$ cat src/rtl/blink_pkg.sv
// Shared types and default timing constants for the blink receive path.
package blink_pkg;

    typedef enum logic [1:0] {
        IDLE,
        ACQUIRE,
        LOCKED
    } blink_state_t;

    localparam int CLK_HZ            = 50_000_000;
    localparam int DEF_HALF_PERIOD   = CLK_HZ / 2;
    localparam int DEF_TOL           = 250_000;
    localparam int DEF_FILTER_CYCLES = 16;
    localparam int DEF_LOCK_COUNT    = 3;
    localparam int DEF_TIMEOUT       = CLK_HZ;
    localparam int DEF_CNT_W         = 27;

endpackage

$ cat src/rtl/blink_in_filter.sv
// Two-flop synchronizer plus stability filter; blink_level only follows the
// input after it has held a new value for FILTER_CYCLES consecutive cycles.
module blink_in_filter #(
    parameter int FILTER_CYCLES = blink_pkg::DEF_FILTER_CYCLES
) (
    input  logic clk,
    input  logic rst_n,
    input  logic blink_in,
    output logic blink_level
);

    localparam int SW = (FILTER_CYCLES > 1) ? $clog2(FILTER_CYCLES) : 1;
    localparam logic [SW-1:0] STAB_LAST = SW'(FILTER_CYCLES - 1);

    logic          meta;
    logic          sync;
    logic [SW-1:0] stab_cnt;

    always_ff @(posedge clk or negedge rst_n) begin
        if (!rst_n) begin
            meta        <= 1'b0;
            sync        <= 1'b0;
            stab_cnt    <= '0;
            blink_level <= 1'b0;
        end else begin
            meta <= blink_in;
            sync <= meta;
            // any cycle agreeing with the current level restarts the qualification
            if (sync == blink_level) begin
                stab_cnt <= '0;
            end else if (stab_cnt == STAB_LAST) begin
                blink_level <= sync;
                stab_cnt    <= '0;
            end else begin
                stab_cnt <= stab_cnt + 1'b1;
            end
        end
    end

endmodule

$ cat src/rtl/blink_detector.sv
// Measures the interval between filtered toggles of blink_in, checks it against
// the expected half-period and tracks lock / loss-of-activity.
module blink_detector
    import blink_pkg::*;
#(
    parameter int HALF_PERIOD   = DEF_HALF_PERIOD,
    parameter int TOL           = DEF_TOL,
    parameter int FILTER_CYCLES = DEF_FILTER_CYCLES,
    parameter int LOCK_COUNT    = DEF_LOCK_COUNT,
    parameter int TIMEOUT       = DEF_TIMEOUT,
    parameter int CNT_W         = DEF_CNT_W
) (
    input  logic             clk,
    input  logic             rst_n,
    input  logic             blink_in,
    output logic             blink_level,
    output logic [CNT_W-1:0] half_period,
    output logic             meas_valid,
    output logic             in_range,
    output logic             locked,
    output logic             timeout
);

    localparam int GW = (LOCK_COUNT > 1) ? $clog2(LOCK_COUNT + 1) : 1;
    localparam logic [CNT_W-1:0] CNT_MAX   = CNT_W'(TIMEOUT);
    localparam logic [GW-1:0]    GOOD_LAST = GW'(LOCK_COUNT - 1);
    // one extra bit so the window bounds never wrap
    localparam logic [CNT_W:0] RANGE_LO =
        (CNT_W+1)'((TOL > HALF_PERIOD) ? 0 : HALF_PERIOD - TOL);
    localparam logic [CNT_W:0] RANGE_HI = (CNT_W+1)'(HALF_PERIOD + TOL);

    blink_state_t     state;
    logic             level_d;
    logic             edge_evt;
    logic [CNT_W-1:0] cnt;
    logic [CNT_W-1:0] meas;
    logic             meas_ok;
    logic             lost;
    logic [GW-1:0]    good_cnt;

    blink_in_filter #(
        .FILTER_CYCLES(FILTER_CYCLES)
    ) u_filter (
        .clk        (clk),
        .rst_n      (rst_n),
        .blink_in   (blink_in),
        .blink_level(blink_level)
    );

    assign edge_evt = blink_level ^ level_d;
    assign meas     = cnt + 1'b1;
    assign meas_ok  = ({1'b0, meas} >= RANGE_LO) && ({1'b0, meas} <= RANGE_HI);
    assign lost     = (state != IDLE) && (cnt == CNT_MAX) && !edge_evt;

    always_ff @(posedge clk or negedge rst_n) begin
        if (!rst_n) begin
            level_d <= 1'b0;
            cnt     <= '0;
        end else begin
            level_d <= blink_level;
            if (edge_evt)
                cnt <= '0;
            else if (cnt != CNT_MAX)
                cnt <= cnt + 1'b1;
        end
    end

    always_ff @(posedge clk or negedge rst_n) begin
        if (!rst_n) begin
            state       <= IDLE;
            good_cnt    <= '0;
            half_period <= '0;
            meas_valid  <= 1'b0;
            in_range    <= 1'b0;
            locked      <= 1'b0;
            timeout     <= 1'b0;
        end else begin
            meas_valid <= 1'b0;
            timeout    <= 1'b0;
            if (edge_evt) begin
                if (state != IDLE) begin
                    half_period <= meas;
                    in_range    <= meas_ok;
                    meas_valid  <= 1'b1;
                end
                case (state)
                    IDLE: begin
                        state    <= ACQUIRE;
                        good_cnt <= '0;
                    end
                    ACQUIRE: begin
                        if (!meas_ok) begin
                            good_cnt <= '0;
                        end else if (good_cnt >= GOOD_LAST) begin
                            state    <= LOCKED;
                            locked   <= 1'b1;
                            good_cnt <= good_cnt + 1'b1;
                        end else begin
                            good_cnt <= good_cnt + 1'b1;
                        end
                    end
                    LOCKED: begin
                        if (!meas_ok) begin
                            state    <= ACQUIRE;
                            locked   <= 1'b0;
                            good_cnt <= '0;
                        end
                    end
                    default: begin
                        state    <= IDLE;
                        locked   <= 1'b0;
                        good_cnt <= '0;
                    end
                endcase
            end else if (lost) begin
                state    <= IDLE;
                locked   <= 1'b0;
                timeout  <= 1'b1;
                good_cnt <= '0;
            end
        end
    end

endmodule
$ cat config.mk
export PLATFORM = sky130hd
export DESIGN_NAME = blink_detector
export DESIGN_NICKNAME = d
export VERILOG_FILES = /design/src/rtl/blink_pkg.sv /design/src/rtl/blink_in_filter.sv /design/src/rtl/blink_detector.sv
export SDC_FILE = /design/constraint.sdc
export NUM_CORES = 1
export LEC_CHECK = 0
export CAP_MARGIN = 20
export CORE_MARGIN = 1
export CORE_UTILIZATION = 30
export DETAILED_ROUTE_END_ITERATION = 8
export PLACE_DENSITY_LB_ADDON = 0.3
export SLEW_MARGIN = 25
export SYNTH_ARGS = -nofsm -noshare
export SYNTH_HDL_FRONTEND = slang
export SYNTH_SLANG_ARGS = --single-unit
$ cat constraint.sdc
create_clock -name clk -period 2.86 [get_ports clk]
set_input_delay 0.286 -clock clk [delete_from_list [all_inputs] [get_ports clk]]
set_output_delay 0.286 -clock clk [all_outputs]
set_load 0.05 [all_outputs]
==> results of run 1 <==
[sequential cells by signal (all words and copies together), names as in the netlist]
register / cells
u_filter.meta: 1
good_cnt: 2
u_filter.sync: 1
state: 2
u_filter.blink_level: 1
level_d: 1
meas_valid: 1
timeout: 1
u_filter.stab_cnt: 4
half_period: 27
cnt: 27
locked: 1
in_range: 1
[layout make-up]
cell class,instances,area (um^2),share of cell area
repair buffers,98,836,0.165
well taps,147,184,0.0364
flip-flops and latches,70,1750,0.347
clock inverters,4,95.1,0.0188
clock buffers,11,243,0.0480
inverters,12,45.0,0.00890
multi-input cells,291,1900,0.376
[timing repair]
item	in CTS	in global routing
setup buffers	0	8
endpoints found under the setup margin	5	6
hold buffers	0	0
pin swaps	2	9
gates resized for setup	4	17
[kinds of logic (layout without fill, tap and decap cells)]
family / Yosys count / after routing / share of synthesized area
and+or+nand+nor: 179 / 179 / 0.258
AOI/OAI and AO/OA: 72 / 72 / 0.125
DFF: 70 / 70 / 0.477
buffers and inverters: 35 / 125 / 0.0392
xor gates and xnor gates: 32 / 32 / 0.0763
adders and majority gates: 4 / 4 / 0.0136
muxes: 4 / 4 / 0.0112
[Yosys cell counts (all sizes together), types with 5 or more instances]
cell type   n
nand4       9
o31ai       6
nor4       10
buf         8
a21oi       6
inv        12
xor2        6
o21ai      38
o211ai      5
xnor2      26
nand2      51
or3         5
nor3       15
nor2       45
nand3      15
clkbuf     15
dfrtp      70
[report_power, final]
group          total [mW]  switching (mW)  internal (mW)  leakage (nW)
sequential           1.09          0.0510           1.04         0.955
combinational       0.470           0.266          0.204          1.03
clock                1.29           0.423          0.869         0.166
[metal layers]
layer,track usage,routed length [um],up-vias
met5,0,0,-
met4,0.0720,272,0
met3,0.0405,444,21
met2,0.250,4440,93
met1,0.209,4490,1503
li1,-,-,1558
[through the flow]
stage                     std cells  hold slack (ps)  cell area (um^2)   util  worst slack (ps)
after floorplan                 396            -9.59              3690      -              9.49
after global placement          610              335              4550  0.381              15.1
after detailed placement        610              336              4550  0.381             -72.5
after CTS                       625             65.2              4920  0.411              10.4
after global routing            633              106              5060  0.423             -38.2
final                           633             46.6              5060  0.423              71.1
[worst paths after layout]
kind                                    start                   end  slack (ps)  depth (start not counted)
worst max-delay path                   cnt[1]                locked          70                         10
worst min-delay path                    rst_n  u_filter.stab_cnt[0]          50                          1
worst max register to register         cnt[1]                locked          70                         10
worst min register to register  u_filter.meta         u_filter.sync         360                          0
max in group asynchronous               rst_n                cnt[8]        2140                          2
min in group clk                u_filter.meta         u_filter.sync         360                          0
==> results by group, run 1 <==
Power
  • VDD IR-drop max: 271 uV
  • Total power: 2.85 mW
  • P_leak: 2.15 nW
  • Cell Pwr Density: 563 nW/um^2

Global route
  • Largest net degree at the start of global routing: 47
  • Initial antenna violation count: 0
  • Total GRT Usage: 0.160
  • First-pass GRT wire length: 15600 um
  • GR Overflow Total: 0
  • Vias in the first global route: 3141

Setup path
  • Cell family with most CP delay: compound AO/OA/AOI/OAI gates
  • Critical path fanouts, max: 7
  • CP Data Arrival Time: 3010 ps
  • Setup CP Type: reg -> reg
  • Crit start category: flip-flop
  • CP most frequent cell: nor4b_2
  • Critical Path End Type: flip-flop
  • Crit-path cells: ha_4, buf_4, o31ai_1, a32oi_1, o21ai_0, nor4b_2, a211oi_2, a2bb2oi_4, nor4b_2, or3_1
  • Req. time, crit path: 3080 ps
  • Bufs and invs on worst path: 1
  • Worst path slowest cell: dfrtp_2
  • Slowest Stage Delay on Critical Path: 440 ps

Worst hold path
  • Min-Delay Path Class: in -> async

Final layout
  • N_diodes: 0
  • Nets@finish: 489
  • Area delta synth->final: 37.8%
  • Commonest non-fill, non-tap cell in the layout: dfrtp_1
  • Share of layout cells above drive strength 1: 0.230
  • # fillers: 1147
  • Most frequent cells in the layout: dfrtp_1, buf_4, nand2_1, nor2_1, o21ai_0

Timing
  • RSZ-0062 raised after global routing: true
  • Clk_skew: 5.20 ps
  • Final setup TNS: 0 ps
  • Final hold vios: 0
  • Slew headroom: 0.445
  • Max-slew violations: 0
  • Worst-margin pin slew: 833 ps
  • Setup violators final: 0
  • Fmax: 0.359 GHz
  • Tmin final: 2790 ps
  • Final Cycle Share: 0.975

Synth
  • Synthesized flop and latch total: 70
  • Syn avg cell area: 9.27 um^2
  • Mapped cell area: 3670 um^2
  • Yosys warning count: 0
  • Cell taking the most area after synthesis: dfrtp_1
  • Register area share after synthesis: 0.477
  • EDFF count, synth: 0
  • Top_reg_cell synth: dfrtp_1
  • Post-synth ARST share: 1.00
  • Syn Inst Count: 396
  • Synth unique cells: 55
  • Post-Syn Nets: 403
  • Synth top area share: 0.477
  • Synth top area cells: dfrtp_1, xnor2_1, nand2_1

Floorplan
  • Number of I/O pins: 35
  • Core area: 12000 um^2
  • Starting Density: 0.307
  • Die Wd: 113 um
  • Die span in y: 113 um
  • Row cnt: 40
  • Die area: 12700 um^2

Detailed routing
  • First-pass DRT Iterations: 4
  • Routed len/inst: 15.2 um
  • DRT iter0 DRCs: 195
  • Total number of vias: 3175
  • # DRC: 0
  • Final ANT Viol Nets: 0
  • Vias/cell: 5.02
  • Final Routed Wirelength: 9640 um

Clock tree
  • Clock-pin slew on the worst setup and hold paths: 60 ps
  • Longest Clk Path Bufs: 2
  • Number of clock sinks: 70
  • CTS tree: done
  • H-Tree Depth: 3
  • Root Buffer: clkbuf_16
  • Num CTS Buffers: 9
  • Skew-Pair Late Insertion Delay: 340 ps

Placement
  • Port bufs: 34
  • Dpl hpwl: 6790 um
  • RD Place Congestion: 0.858

Job
  • Maximum Capacitance Violations: 0

Run status
  • Run status: finished, final reports clean
No activity file was read; power rests on OpenSTA's default activity.
==> run 2: changes to the inputs <==
Settings changed: CORE_UTILIZATION 30 to 52, CTS_CLUSTER_SIZE set to 40, SKIP_LAST_GASP set to 1.
==> run 2 against run 1 <==
Against the previous run:
- hold slack lost 40 ps
- sequential share of layout area increased by 0.84 points
- non-clock buffer count shrank 2
- global-route usage rose by 10 points
- register-to-register slack got worse by 70 ps
- combinational power fell by 11%
- first-iteration DRC count rose by 2.1%
- via count rose by 1.3%
- cell count shrank 8.2%
- design area decreased by 2.2%
- clock power fell by 30%
- critical path depth is 3 higher
==> results by group, run 2 (synthesized netlist as in run 1, its figures left out) <==
Run status
  • Run status: finished, final reports clean

Setup path
  • Critical Path End Type: flip-flop
  • Setup CP Type: reg -> reg
  • CP Data Arrival Time: 3090 ps (+80 ps)
  • Crit start category: flip-flop
  • Req. time, crit path: 3100 ps (+20 ps)
  • Critical path fanouts, max: 7 (unchanged)

Placement
  • Port bufs: 34 (unchanged)
  • Dpl hpwl: 6550 um (-3.5%)
  • Setup Slack @ Placement: -75.6 ps (-3.15 ps)
  • Placed cell areas: 4460 um^2 (-2.0%)
  • RD Place Congestion: 0.941 (+9.7%)
  • Placed Instances: 551 (-9.7%)

Final layout
  • Non-Filler Instances: 581 (-8.2%)
  • Most frequent cells in the layout: dfrtp_1, buf_4, nand2_1, nor2_1, o21ai_0
  • # fillers: 510 (-56%)
  • N_diodes: 0 (unchanged)
  • Nets@finish: 487 (-0.41%)
  • Biggest regs: cnt x27, half_period x27, u_filter.stab_cnt x4
  • Final Util: 0.728 (+0.305)
  • Fin area: 4950 um^2 (-2.2%)
  • Commonest non-fill, non-tap cell in the layout: dfrtp_1
  • Area delta synth->final: 34.7%
  • Share of layout cells above drive strength 1: 0.239 (+0.00872)

Timing
  • Worst-margin pin slew: 786 ps (-47.0 ps)
  • Setup violators final: 0 (unchanged)
  • Final hold vios: 0 (unchanged)
  • Final Cycle Share: 0.998 (+0.0229)
  • Final setup TNS: 0 ps (unchanged)
  • RSZ-0062 raised after global routing: true
  • Tmin final: 2850 ps (+65.4 ps)
  • Slew headroom: 0.476 (+0.0313)
  • Fmax: 0.350 GHz (-2.3%)
  • Hold Slack: 6.90 ps (-39.7 ps)
  • Clk_skew: 11.9 ps (+6.69 ps)
  • Max-slew violations: 0 (unchanged)
  • Final Worst Setup Slack: 5.67 ps (-65.4 ps)

Clock tree
  • Longest Clk Path Bufs: 2 (unchanged)
  • CTS tree: done
  • Clock-pin slew on the worst setup and hold paths: 80 ps (+20 ps)
  • Root Buffer: clkbuf_8
  • Skew-Pair Late Insertion Delay: 360 ps (+20 ps)
  • Num CTS Buffers: 9 (unchanged)
  • Number of clock sinks: 70 (unchanged)
  • H-Tree Depth: 3 (unchanged)

Floorplan
  • Row cnt: 30 (-25%)
  • Starting Density: 0.541 (+0.234)
  • Die Wd: 86.0 um (-24%)
  • Core area: 6790 um^2 (-43%)
  • Number of I/O pins: 35 (unchanged)
  • Die span in y: 86.0 um (-24%)
  • Die area: 7400 um^2 (-42%)

Detailed routing
  • Total number of vias: 3217 (+1.3%)
  • Final ANT Viol Nets: 0 (unchanged)
  • Final Routed Wirelength: 9150 um (-5.2%)
  • Routed len/inst: 15.7 um (+3.3%)
  • DRT iter0 DRCs: 199 (+2.1%)
  • First-pass DRT Iterations: 4 (unchanged)
  • # DRC: 0 (unchanged)
  • Vias/cell: 5.54 (+10%)

Global route
  • Vias in the first global route: 3068 (-2.3%)
  • First-pass GRT wire length: 15100 um (-3.7%)
  • GR Overflow Total: 0 (unchanged)
  • Total GRT Usage: 0.264 (+0.104)
  • Largest net degree at the start of global routing: 38 (-19%)
  • Initial antenna violation count: 0 (unchanged)

Power
  • Total power: 2.43 mW (-15%)
  • P_leak: 2.11 nW (-1.8%)
  • Cell Pwr Density: 491 nW/um^2 (-13%)
  • VDD IR-drop max: 385 uV (+42%)

Job
  • Maximum Capacitance Violations: 0 (unchanged)

Worst hold path
  • Min-Delay Path Class: in -> async
==> run 2: worst paths after layout <==
kind | start | end | slack [ps] | cells past startpoint
min in group clk | u_filter.meta | u_filter.sync | 360 | 0
max in group asynchronous | rst_n | cnt[1] | 2180 | 2
setup reg to reg | cnt[0] | good_cnt[0] | 6 | 13
setup / recovery | cnt[0] | good_cnt[0] | 6 | 13
hold / removal | rst_n | half_period[8] | 7 | 1
hold reg to reg | u_filter.meta | u_filter.sync | 360 | 0
==> run 2: cell type report <==
class / count / area, um^2 / area share
inverters: 12 / 45.0 / 0.00911
repair buffers: 96 / 857 / 0.173
clock buffers: 10 / 138 / 0.0278
flip-flops and latches: 70 / 1760 / 0.355
well taps: 96 / 120 / 0.0243
clock inverters: 6 / 85.1 / 0.0172
multi-input cells: 291 / 1940 / 0.393
==> run 2: what timing repair did <==
item                       in CTS  in global routing
buffers inserted                4                 10
pin swaps                       2                 15
gates resized for setup         9                 25
setup endpoints to repair       4                  6
hold buffers                    0                  0
==> run 2: critical path: stages (launching register included) <==
cell       delay [ps]
dfrtp_1           430
ha_4              190
nand4_4           150
nor4_4            350
buf_12            160
xnor2_1           110
and3_1            220
buf_4             120
nor2_1             40
a211oi_2          220
a2bb2oi_4         300
buf_6             150
o41ai_4            50
a22o_1            240
==> run 2: report_power, final <==
part	internal (mW)	switching [mW]	leakage [nW]
Sequential	1.04	0.0660	0.951
Clock	0.511	0.394	0.108
Combinational	0.185	0.234	1.05
==> run 2: per-layer routing <==
layer | vias to the layer above | GRT usage | wire [um]
li1 | 1549 | - | -
met1 | 1560 | 0.351 | 4100
met2 | 93 | 0.432 | 4400
met3 | 15 | 0.0375 | 473
met4 | 0 | 0.112 | 171
met5 | - | 0 | 0
==> run 3: changes to the inputs <==
Settings changed: PLACE_DENSITY set to 0.73, PLACE_DENSITY_LB_ADDON 0.3 to not set, SYNTH_HIERARCHICAL set to 1.
==> run 3 against run 2 <==
Against the previous run:
- the run now ends with negative setup slack left
- sequential share of layout area shrank 2.5 points
- clock power grew 9.8%
- core utilization up 3.7 points
- flip-flop and latch count did not move
- hold slack improved by 360 ps
- design area grew 7.4%
- die area up 4.1%
- count of clock-buffer cells in the layout increased by 3
- critical endpoint unchanged
==> results by group, run 3 <==
Placement
  • Placed Instances: 583 (+5.8%)
  • Port bufs: 34 (unchanged)
  • Dpl hpwl: 6620 um (+1.1%)
  • RD Place Congestion: 0.882 (-6.3%)
  • Placed cell areas: 4670 um^2 (+4.8%)

Synth
  • Syn Inst Count: 413 (+4.3%)
  • Syn avg cell area: 9.26 um^2 (about the same)
  • Most common cell in the netlist: dfrtp_1
  • Synthesized flop and latch total: 70 (unchanged)
  • Post-synth ARST share: 1.00 (unchanged)
  • Synth top area share: 0.458 (-0.0192)
  • Synth unique cells: 66 (+20%)
  • Cell taking the most area after synthesis: dfrtp_1
  • Post-Syn Nets: 420 (+4.2%)
  • Register area share after synthesis: 0.458 (-0.0192)
  • Top_reg_cell synth: dfrtp_1
  • EDFF count, synth: 0 (unchanged)
  • Commonest cells post-synth: dfrtp_1, nand2_1, nor2_1
  • Synth top area cells: dfrtp_1, nand2_1, o21ai_0
  • Mapped cell area: 3830 um^2 (+4.2%)
  • Yosys warning count: 6 (+6)

Detailed routing
  • Final ANT Viol Nets: 0 (unchanged)
  • Vias/cell: 5.66 (+2.1%)
  • # DRC: 0 (unchanged)
  • Final Routed Wirelength: 10100 um (+10%)
  • DRT iter0 DRCs: 208 (+4.5%)
  • Total number of vias: 3512 (+9.2%)
  • Routed len/inst: 16.3 um (+3.3%)
  • First-pass DRT Iterations: 4 (unchanged)

Global route
  • Total GRT Usage: 0.281 (+0.0167)
  • Vias in the first global route: 3462 (+13%)
  • GR Overflow Total: 0 (unchanged)
  • Initial antenna violation count: 0 (unchanged)
  • First-pass GRT wire length: 16300 um (+8.4%)
  • Largest net degree at the start of global routing: 46 (+21%)

Timing
  • Hold Slack: 369 ps (+362 ps)
  • Slew headroom: 0.521 (+0.0449)
  • Setup violators final: 6 (+6)
  • RSZ-0062 raised after global routing: true
  • Fmax: 0.319 GHz (-9.0%)
  • Worst-margin pin slew: 716 ps (-70.0 ps)
  • Final Worst Setup Slack: -276 ps (-282 ps)
  • Final Cycle Share: 1.10 (+0.0985)
  • Tmin final: 3140 ps (+282 ps)
  • Final hold vios: 0 (unchanged)
  • Clk_skew: 3.29 ps (-8.61 ps)
  • Max-slew violations: 0 (unchanged)

Setup path
  • Cell family with most CP delay: simple AND/OR/NAND/NOR gates
  • CP Data Arrival Time: 3370 ps (+280 ps)
  • Setup CP Type: reg -> reg
  • Critical path fanouts, max: 8 (+1)
  • CP startpoint: cnt[1]
  • R2R depth: 10 (-3)
  • Req. time, crit path: 3090 ps (about the same)
  • FF-to-FF End: good_cnt[0]
  • Worst path slowest cell: or4b_4
  • Crit start category: flip-flop
  • Worst R2R Start: cnt[1]
  • Slowest Stage Delay on Critical Path: 520 ps (+90 ps)
  • Bufs and invs on worst path: 1 (-2)
  • Critical path depth: 10 (-3)
  • R2R Setup Slk: -280 ps (-280 ps)
  • Critical Path End Type: flip-flop
  • Crit-path cells: ha_4, nand3_4, or4_4, or3_4, and2_4, or4b_4, o32ai_4, buf_6, nor4b_4, or3_1
  • Crit path to: good_cnt[0]

Final layout
  • Fin area: 5310 um^2 (+7.4%)
  • Share of layout cells above drive strength 1: 0.280 (+0.0408)
  • Final Util: 0.765 (+0.0371)
  • Most frequent cells in the layout: buf_4, dfrtp_1, nand2_1, nor2_1
  • FF/Latch Area: 1750 um^2 (-0.28%)
  • Multi-input gate area: 2090 um^2 (+7.6%)
  • N_diodes: 0 (unchanged)
  • Non-Filler Instances: 621 (+6.9%)
  • Biggest regs: cnt x27, half_period x27, u_filter/stab_cnt x4
  • Nets@finish: 527 (+8.2%)
  • # fillers: 461 (-9.6%)
  • Area delta synth->final: 38.8%
  • Commonest non-fill, non-tap cell in the layout: buf_4

Floorplan
  • Row cnt: 30 (unchanged)
  • Die area: 7710 um^2 (+4.1%)
  • Number of I/O pins: 35 (unchanged)
  • Core area: 6940 um^2 (+2.2%)
  • Die Wd: 87.8 um (+2.0%)
  • Starting Density: 0.551 (+0.0105)
  • Die span in y: 87.8 um (+2.0%)

Clock tree
  • Number of clock sinks: 70 (unchanged)
  • CTS tree: done
  • H-Tree Depth: 3 (unchanged)
  • Clock-pin slew on the worst setup and hold paths: 70 ps (about the same)
  • Skew-Pair Late Insertion Delay: 350 ps (about the same)
  • Longest Clk Path Bufs: 2 (unchanged)
  • Num CTS Buffers: 9 (unchanged)
  • Root Buffer: clkbuf_8

Job
  • Maximum Capacitance Violations: 0 (unchanged)

Power
  • P_leak: 2.32 nW (+9.8%)
  • Total power: 2.54 mW (+4.7%)
  • Cell Pwr Density: 478 nW/um^2 (-2.6%)
  • VDD IR-drop max: 325 uV (-16%)

Worst hold path
  • Min-Delay Path Class: reg -> reg
  • Cell depth of the worst hold path: 0

Run status
  • Run status: finished with violations
  • Failing checks: negative setup slack
[run 3: kinds of logic after synthesis]
group | synth area share
buf+inv | 0.0523
mux | 0.00916
flops | 0.458
compound gates | 0.135
fa+ha+maj | 0.0131
simple gates | 0.262
xor+xnor | 0.0710
[run 3: routing by layer]
layer  routed length (um)  global-route usage  part of all wire
met5                    0                   0                 0
met4                  233               0.158             0.023
met3                  459              0.0528             0.045
met2                 5100               0.472              0.50
met1                 4310               0.339              0.43
[run 3: what timing repair did]
action,in CTS,in global routing
setup endpoints to repair,6,6
hold endpoints to repair,0,43
hold buffers,0,1
gates resized for setup,21,17
pin swaps,7,15
setup buffers,15,6
[run 3: where the power goes]
part           leakage, nW  internal, mW  switching (mW)
Clock                0.124         0.628           0.366
Combinational         1.24         0.203           0.267
Sequential           0.957          1.03          0.0416
Total                 2.32          1.87           0.675
[run 3: how the worst min path moves through the flow]
stage / start / slack, ps / endpoint
global route: blink_in / 350 / u_filter/meta
floorplan: rst_n / -10 / cnt[0]
finish: u_filter/meta / 370 / u_filter/sync
CTS: rst_n / 140 / half_period[8]
global placement: u_filter/meta / 330 / u_filter/sync
detailed placement: u_filter/meta / 360 / u_filter/sync
[run 3: final cells by class]
type                    count  share of cell area
multi-input cells         304               0.394
flip-flops and latches     70               0.330
repair buffers            124               0.199
clock buffers              13              0.0299
well taps                  96              0.0226
clock inverters             3              0.0170
inverters                  11             0.00777
[run 3: through the flow]
stage,TNS [ps],setup WS [ps]
after detailed placement,-1850,-400
final,-1490,-276
after CTS,-1040,-210
after global placement,-1550,-323
after floorplan,-2310,-502
after global routing,-1940,-349
